[config.mk]
export PLATFORM = sky130hd
export DESIGN_NAME = rename_reg_file
export DESIGN_NICKNAME = d
export VERILOG_FILES = /design/src/rtl/rename_reg_file_pkg.sv /design/src/rtl/rename_reg_file_read_port.sv /design/src/rtl/rename_reg_file.sv
export SDC_FILE = /design/constraint.sdc
export NUM_CORES = 2
export LEC_CHECK = 0
export BUFFER_PORTS_ARGS = -buffer_cell sky130_fd_sc_hd__buf_4
export CORE_AREA = 5 5 399 401
export DETAILED_ROUTE_END_ITERATION = 12
export DIE_AREA = 0 0 404 406
export SLEW_MARGIN = 20
export SYNTH_ARGS = -nofsm -noshare
export SYNTH_HDL_FRONTEND = slang
export SYNTH_HIERARCHICAL = 1
export SYNTH_SLANG_ARGS = --single-unit
[constraint.sdc]
create_clock -name clk_in -period 4.8 [get_ports clk_in]
set_input_delay 0.96 -clock clk_in [delete_from_list [all_inputs] [get_ports clk_in]]
set_output_delay 0.96 -clock clk_in [all_outputs]
set_load 0.03 [all_outputs]
[src/rtl/rename_reg_file_pkg.sv]
// Shared constants and types for the rename register file.
`ifndef ROB_INDEX_BIT
`define ROB_INDEX_BIT 4
`endif

package rename_reg_file_pkg;
  localparam int XLEN      = 32;
  localparam int NREG      = 32;
  localparam int ROB_IDX_W = `ROB_INDEX_BIT;
  localparam int REG_IDX_W = 5;

  typedef logic [REG_IDX_W-1:0] reg_idx_t;
endpackage

[src/rtl/rename_reg_file_read_port.sv]
// One operand read port: register mux plus same-cycle commit forwarding.
module rrf_read_port
  import rename_reg_file_pkg::*;
#(
  parameter int XLEN_P      = XLEN,
  parameter int NREG_P      = NREG,
  parameter int ROB_IDX_W_P = ROB_IDX_W,
  parameter int NCMT        = 1
) (
  input  logic [REG_IDX_W-1:0]               rd_id,
  input  logic [NREG_P-1:0][XLEN_P-1:0]      vals,
  input  logic [NREG_P-1:0][ROB_IDX_W_P-1:0] deps,
  input  logic [NREG_P-1:0]                  has_deps,
  input  logic [NCMT-1:0]                    cmt_valid,
  input  logic [NCMT*REG_IDX_W-1:0]          cmt_rd,
  input  logic [NCMT*XLEN_P-1:0]             cmt_val,
  input  logic [NCMT*ROB_IDX_W_P-1:0]        cmt_rob,
  output logic [XLEN_P-1:0]                  val,
  output logic [ROB_IDX_W_P-1:0]             dep,
  output logic                               has_dep
);

  // Select the stored entry, then let a matching commit slot bypass it;
  // later (younger) slots override earlier ones.
  always_comb begin
    // NOTE: every output gets a default first so no path leaves a latch.
    val     = vals[rd_id];
    dep     = deps[rd_id];
    has_dep = has_deps[rd_id];
    if (rd_id == '0) begin
      val     = '0;
      dep     = '0;
      has_dep = 1'b0;
    end else if (has_deps[rd_id]) begin
      for (int c = 0; c < NCMT; c++) begin
        if (cmt_valid[c] &&
            cmt_rd[c*REG_IDX_W +: REG_IDX_W] == rd_id &&
            cmt_rob[c*ROB_IDX_W_P +: ROB_IDX_W_P] == deps[rd_id]) begin
          val     = cmt_val[c*XLEN_P +: XLEN_P];
          dep     = '0;
          has_dep = 1'b0;
        end
      end
    end
  end

endmodule

[src/rtl/rename_reg_file.sv]
// Architectural register file with per-register rename tag (ROB index + busy),
// N-wide issue tagging, N-wide commit, and commit-to-read forwarding.
module rename_reg_file
  import rename_reg_file_pkg::*;
#(
  parameter int XLEN_P      = XLEN,
  parameter int NREG_P      = NREG,
  parameter int ROB_IDX_W_P = ROB_IDX_W,
  parameter int NRD         = 2,
  parameter int NISS        = 1,
  parameter int NCMT        = 1
) (
  input  logic                          clk_in,
  input  logic                          rst_n_in,
  input  logic                          rdy_in,
  input  logic                          clear,
  input  logic [NRD*REG_IDX_W-1:0]      rd_id,
  output logic [NRD*XLEN_P-1:0]         rd_val,
  output logic [NRD*ROB_IDX_W_P-1:0]    rd_dep,
  output logic [NRD-1:0]                rd_has_dep,
  input  logic [NISS-1:0]               iss_valid,
  input  logic [NISS*REG_IDX_W-1:0]     iss_rd,
  input  logic [NISS*ROB_IDX_W_P-1:0]   iss_rob,
  input  logic [NCMT-1:0]               cmt_valid,
  input  logic [NCMT*REG_IDX_W-1:0]     cmt_rd,
  input  logic [NCMT*XLEN_P-1:0]        cmt_val,
  input  logic [NCMT*ROB_IDX_W_P-1:0]   cmt_rob
);

  logic [NREG_P-1:0][XLEN_P-1:0]      val_q,     val_d;
  logic [NREG_P-1:0][ROB_IDX_W_P-1:0] dep_q,     dep_d;
  logic [NREG_P-1:0]                  has_dep_q, has_dep_d;

  // Next state: commit values first (older than any flush), then tag
  // release, then issue tagging so issue wins over release on the same reg.
  always_comb begin
    val_d     = val_q;
    dep_d     = dep_q;
    has_dep_d = has_dep_q;

    for (int c = 0; c < NCMT; c++) begin
      if (cmt_valid[c] && cmt_rd[c*REG_IDX_W +: REG_IDX_W] != '0)
        val_d[cmt_rd[c*REG_IDX_W +: REG_IDX_W]] = cmt_val[c*XLEN_P +: XLEN_P];
    end

    if (clear) begin
      dep_d     = '0;
      has_dep_d = '0;
    end else begin
      for (int c = 0; c < NCMT; c++) begin
        if (cmt_valid[c] && cmt_rd[c*REG_IDX_W +: REG_IDX_W] != '0 &&
            has_dep_q[cmt_rd[c*REG_IDX_W +: REG_IDX_W]] &&
            dep_q[cmt_rd[c*REG_IDX_W +: REG_IDX_W]] == cmt_rob[c*ROB_IDX_W_P +: ROB_IDX_W_P]) begin
          has_dep_d[cmt_rd[c*REG_IDX_W +: REG_IDX_W]] = 1'b0;
          dep_d[cmt_rd[c*REG_IDX_W +: REG_IDX_W]]     = '0;
        end
      end
      for (int i = 0; i < NISS; i++) begin
        if (iss_valid[i] && iss_rd[i*REG_IDX_W +: REG_IDX_W] != '0) begin
          has_dep_d[iss_rd[i*REG_IDX_W +: REG_IDX_W]] = 1'b1;
          dep_d[iss_rd[i*REG_IDX_W +: REG_IDX_W]]     = iss_rob[i*ROB_IDX_W_P +: ROB_IDX_W_P];
        end
      end
    end
  end

  // State registers: async clear, update only while the pipeline is ready.
  // NOTE: the storage is flops, not a RAM macro, so resetting every entry is
  // intended; x0 is never written and so stays zero.
  always_ff @(posedge clk_in or negedge rst_n_in) begin
    if (!rst_n_in) begin
      // NOTE: non-blocking assignments for all sequential state.
      val_q     <= '0;
      dep_q     <= '0;
      has_dep_q <= '0;
    end else if (rdy_in) begin
      val_q     <= val_d;
      dep_q     <= dep_d;
      has_dep_q <= has_dep_d;
    end
  end

  for (genvar p = 0; p < NRD; p++) begin : g_rd
    rrf_read_port #(
      .XLEN_P      (XLEN_P),
      .NREG_P      (NREG_P),
      .ROB_IDX_W_P (ROB_IDX_W_P),
      .NCMT        (NCMT)
    ) u_port (
      .rd_id     (rd_id[p*REG_IDX_W +: REG_IDX_W]),
      .vals      (val_q),
      .deps      (dep_q),
      .has_deps  (has_dep_q),
      .cmt_valid (cmt_valid),
      .cmt_rd    (cmt_rd),
      .cmt_val   (cmt_val),
      .cmt_rob   (cmt_rob),
      .val       (rd_val[p*XLEN_P +: XLEN_P]),
      .dep       (rd_dep[p*ROB_IDX_W_P +: ROB_IDX_W_P]),
      .has_dep   (rd_has_dep[p])
    );
  end

endmodule

Yosys cells after proc, flatten, opt, wreduce, memory -nomap -nowiden
Cells that the tools add are included.
- register bits: 1184
- input bits: 66
- output and inout port bits: 74
- word-level logic and storage cells: 150
- order comparisons: 6
- eq/ne operators: 5
- multiplexer cells: 54
- bitwise gates (word level): 5
- reduce and logical (&&, ||, !) cells: 15
- operator list (operator ; count):
    1024-bit bitwise mux ; 1
    128-bit two-way mux ; 4
    32-bit two-way mux ; 13
    32-bit binary-select mux with 5-bit select ; 2
    32-bit demux with 5-bit select ; 1
    128-bit AND ; 1
    128-bit bitwise mux ; 1
    128-bit inverter ; 1
    4-bit binary-select mux with 5-bit select ; 3
    4-bit two-way mux ; 11
    4-bit demux with 5-bit select ; 2
    32-bit AND ; 1
    32-bit inverter ; 1
    32-bit OR ; 1
    5-bit by 6-bit < comparator with 1-bit output (second input constant) ; 4
    1-bit binary-select mux with 5-bit select ; 3
    4-bit equality test ; 3
    1-bit two-way mux ; 11
    1-bit demux with 5-bit select ; 2
    5-bit equality test ; 2
    5-bit by 1-bit >= comparator with 1-bit output (second input constant) ; 2
    1-bit logical AND ; 10
    5-bit logical NOT ; 2
    5-bit nonzero test ; 2
    2-bit AND reduction ; 1

Logic depth before layout (Yosys ltp)
- depth in word-level cells: 11
- depth in mapped cells: 13
- mapped depth without buffers: 8

Modules after synthesis
Netlist, hierarchy kept.
- by module, submodules not included (module ; instances ; cells an instance ; area an instance (um^2) ; sequential area each (um^2)):
    rename_reg_file ; 1 ; 3383 ; 47687.0 ; 29628.4
    rrf_read_port ; 2 ; 639 ; 9990.8 ; 0.0

Least setup slack after synthesis
OpenSTA, ideal clock, no wires.
- kind: in2out
- start point: input port rd_id[0]
- end point: output port rd_val[10]
- arrival: 3.542 ns
- required time: 3.840 ns
- path slack: 0.298 ns
- stages: 10
- path buffers: 5
- cell sequence: buf_2 -> buf_2 -> buf_2 -> buf_2 -> buf_2 -> mux4_2 -> mux4_2 -> mux2i_1 -> nand2_1 -> o211a_1
- word-level cells in the longest chain between the ends: 7
- elaborated cells between the ends (all ways): 14
- those cells by class: 2 x eq/ne; 9 x mux; 3 x reduce/logical
- ends and longest elaborated chain (element ; line ; text):
    start: declaration ; rename_reg_file.sv:17 ; input logic [NRD*REG_IDX_W-1:0] rd_id,
    4-bit binary-select mux with 5-bit select ; rename_reg_file_read_port.sv:38 ; cmt_rob[c*ROB_IDX_W_P +: ROB_IDX_W_P] == deps[rd_id]) begin
    4-bit two-way mux (implied by the code) ; rename_reg_file_read_port.sv:38 ;
    4-bit equality test ; rename_reg_file_read_port.sv:38 ;
    1-bit logical AND ; rename_reg_file_read_port.sv:37 ; cmt_rd[c*REG_IDX_W +: REG_IDX_W] == rd_id &&
    32-bit two-way mux ; rename_reg_file_read_port.sv:36 ; if (cmt_valid[c] &&
    32-bit two-way mux ; rename_reg_file_read_port.sv:34 ; end else if (has_deps[rd_id]) begin
    32-bit two-way mux (*) ; rename_reg_file_read_port.sv:30 ; if (rd_id == '0) begin
    end: declaration ; rename_reg_file.sv:18 ; output logic [NRD*XLEN_P-1:0] rd_val,
Every way passes the cells marked *; elsewhere a longest branch is shown, timed or not. The select of a mux whose other input is x is not followed.

Final worst setup path
- start point: input port rd_id[0]
- end point: output port rd_dep[1]
- word-level cells in the longest chain between the ends: 7
- elaborated cells between the ends (all ways): 12
- those cells by class: 2 x eq/ne; 7 x mux; 3 x reduce/logical
- ends and longest elaborated chain (element ; line ; text):
    4-bit binary-select mux with 5-bit select ; rename_reg_file_read_port.sv:28, rename_reg_file_read_port.sv:38 ;
    4-bit two-way mux (implied by the code) ; rename_reg_file_read_port.sv:28, rename_reg_file_read_port.sv:38 ;
    4-bit equality test ; rename_reg_file_read_port.sv:38 ;
    1-bit logical AND ; rename_reg_file_read_port.sv:37 ;
    4-bit two-way mux ; rename_reg_file_read_port.sv:36 ;
    4-bit two-way mux ; rename_reg_file_read_port.sv:34 ;
    4-bit two-way mux (*) ; rename_reg_file_read_port.sv:30 ;
    end: declaration ; rename_reg_file.sv:19 ; output logic [NRD*ROB_IDX_W_P-1:0] rd_dep,
Marked as above.

==> reports/qor.csv <==
metric,value,unit
outcome,"finished, final reports clean",
crit_slowest_cell,mux4_2,
initial_core_util,0.436,
setup_viol,0,
syn_nets,4727,
yosysUniqueCellTypes,63,
drtAntennaViolNets,0,
path_cells,"buf_8, buf_4, mux4_2, mux4_2, nand2_1, o21ai_0, and2_4, nand4_4, buf_4, buf_4, nand2_1, nor2_1, buf_4, buf_4",
io_pins,140,
switching_share,0.281,
finalMaxSlewViolations,0,
required,3840,ps
cts_made_buffers,138,
synth_area,67700,um^2
cts-root-buf,clkbuf_16,
tightest_slew,1120,ps
numClockSinks,1184,
leakagePower,34.0,nW
wire_per_inst,32.3,um
synth_edf_count,0,
grt_usage,0.271,
dp_hpwl,135000,um
chipHeight,406,um
netlist_top_cells_area,"dfrtp_1 44%, mux4_2 23%, mux2_2 17%",
crit_top_cell,buf_4,
start_kind,input pin,
skew,38.5,ps
dr.pass1.iters,6,
period_share,0.985,
synthToLayoutAreaGrowth,14.0,%
min_path_type,input pin to async pin,
drt_iter0_markers,4194,
antenna_found_initial,2,
rsz0062_at_grt,false,
num_rows,145,
p_int,20.9,mW
core-area,155000,um^2
fmax,0.212,GHz
cp_slowest_stage_delay,530,ps
dp_slack,-35.5,ps
placed_area,72100,um^2
seqPwrFrac,0.429,
syn_avg_cell_area,14.5,um^2
combPwrFrac,0.195,
grt_start_max_net_pins,135,
final_nets,4759,
power_density,377,nW/um^2
cts_max_level,4,
avgViaCountPerCell,6.53,
die-width,404,um
overflow,0,
endpoint_kind,output pin,
arrival,3770,ps
fin_ws,72.5,ps
critPathKind,input pin to output pin,
grt_pass1_vias,45600,
max_cap_violations,0,
fin_area,77200,um^2
wirelength,221000,um
drc,0,
yosysMostFrequentCell,dfrtp_1,
path_clk_slew,60,ps
synth_seq_cells,1184,
grt_pass1_wl,327000,um
dieArea,164000,um^2
port_buffers,139,
yosysTopAreaCell,dfrtp_1,
switchingPower,8.17,mW
clkPwrFrac,0.375,
syn_inst,4661,
synthTopCellsByCount,"1184 x dfrtp_1, 1002 x mux2_2, 679 x mux4_2",
peakVddDrop,0.000413,V
maxSlewHeadroom,0.252,
vias,44800,
gp_congestion,0.965,
synth_seq_area_share,0.438,
cts_tree,done,
yosysTopAreaCellShare,0.438,
yosysWarnings,6,
layout_min_cycle_time,4730,ps
layout-drive-gt1-share,0.502,
ys.flop_type,dfrtp_1,
cts_buffer_depth,3,
final_hold_viol_count,0,
synthArstFlopShare,1.00,
r2r_cells,9,
worstPathMaxFanout,20,
clk_latency,800,ps
-- cell type report --
class | count | area [um^2]
Antenna cell | 1 | 2.50
Clock buffer | 205 | 4090
Clock inverter | 47 | 656
Fill cell | 13200 | 78100
Inverter | 3 | 13.8
Multi-Input combinational cell | 2968 | 36100
Sequential cell | 1184 | 29700
Tap cell | 2058 | 2570
Timing Repair Buffer | 398 | 4080
-- registers in the layout, indices dropped and copies added (netlist names) --
register / cells
val_q: 1024
dep_q: 128
has_dep_q: 32
-- per-stage QoR --
stage / instances / setup TNS, ps / total power [mW] / hold slack [ps] / utilization
floorplan: 4661 / 0 / 16.2 / 441 / -
global placement: 6595 / 0 / 18.1 / 376 / 0.465
detailed placement: 6595 / -391 / 18.2 / 382 / 0.465
CTS: 6859 / 0 / 29.2 / 83.4 / 0.496
global route: 6863 / 0 / 30.2 / 119 / 0.497
finish: 6864 / 0 / 29.1 / 127 / 0.497
-- critical path: cells and delay by family --
kind,cells,cell delay [ps]
compound gates,1,120
mux,2,1030
buf+inv,6,990
simple gates,5,640
-- power by group through the flow --
stage	logic [mW]	registers, mW	clock network [mW]
after CTS	5.67	12.4	11.1
after detailed placement	5.62	12.6	0
after global routing	6.04	12.6	11.5
final	5.67	12.5	10.9
after global placement	5.54	12.5	0
after floorplan	4.00	12.1	0
-- cells by family (layout without fill, tap and decap cells) --
family / Yosys count / in the layout / share of synthesized area
other: 0 / 1 / 0
XOR/XNOR: 19 / 19 / 0.00246
multiplexers: 1891 / 1891 / 0.432
buffers and inverters: 509 / 653 / 0.0334
AO/OA/AOI/OAI: 428 / 428 / 0.0427
flip-flops: 1184 / 1184 / 0.438
AND/OR/NAND/NOR: 630 / 630 / 0.0517
-- metal layers --
layer  global-route usage  share of wire
met1                0.386           0.43
met2                0.422           0.47
met3               0.0498          0.067
met4               0.0909          0.036
met5                    0              0
-- path summary, 6_finish.rpt --
path                                             from                         to  slack [ps]
worst max-delay path                         rd_id[0]                  rd_dep[1]          70
worst min-delay path                         rst_n_in      dep_q[33]$_DFFE_PN0P_         130
worst max register to register  dep_q[74]$_DFFE_PN0P_  has_dep_q[15]$_DFFE_PN0P_        1320
worst min register to register  val_q[10]$_DFFE_PN0P_      val_q[10]$_DFFE_PN0P_         400
max in group asynchronous                    rst_n_in     val_q[501]$_DFFE_PN0P_        3430
min in group clk_in             val_q[10]$_DFFE_PN0P_      val_q[10]$_DFFE_PN0P_         400
-- layout by cell type, fill, tap and decap left out, types with 20 or more instances in the layout --
| cell type | instances |
|---|---|
| o221ai_1 | 28 |
| nand2_1 | 185 |
| mux2i_1 | 175 |
| o21ai_0 | 115 |
| o21ai_1 | 20 |
| clkinv_2 | 21 |
| nand3b_1 | 121 |
| dfrtp_1 | 1163 |
| a22oi_1 | 82 |
| clkbuf_8 | 40 |
| buf_4 | 307 |
| clkbuf_1 | 29 |
| mux4_1 | 29 |
| buf_12 | 80 |
| clkbuf_16 | 138 |
| mux4_2 | 682 |
| mux2_2 | 1002 |
| nor2_1 | 114 |
| o22ai_1 | 25 |
| nor2_4 | 24 |
| o211a_1 | 64 |
| nand2b_1 | 48 |
| dfrtp_2 | 21 |
| a21oi_1 | 70 |
-- timing repair --
item	CTS	global route
buffers inserted	11	4
pin swaps	4	4
resized for setup	24	23
cloned	1	0
hold buffers	0	0
setup endpoints to repair	67	48
Note: power is estimated with default switching activity, not from simulation.
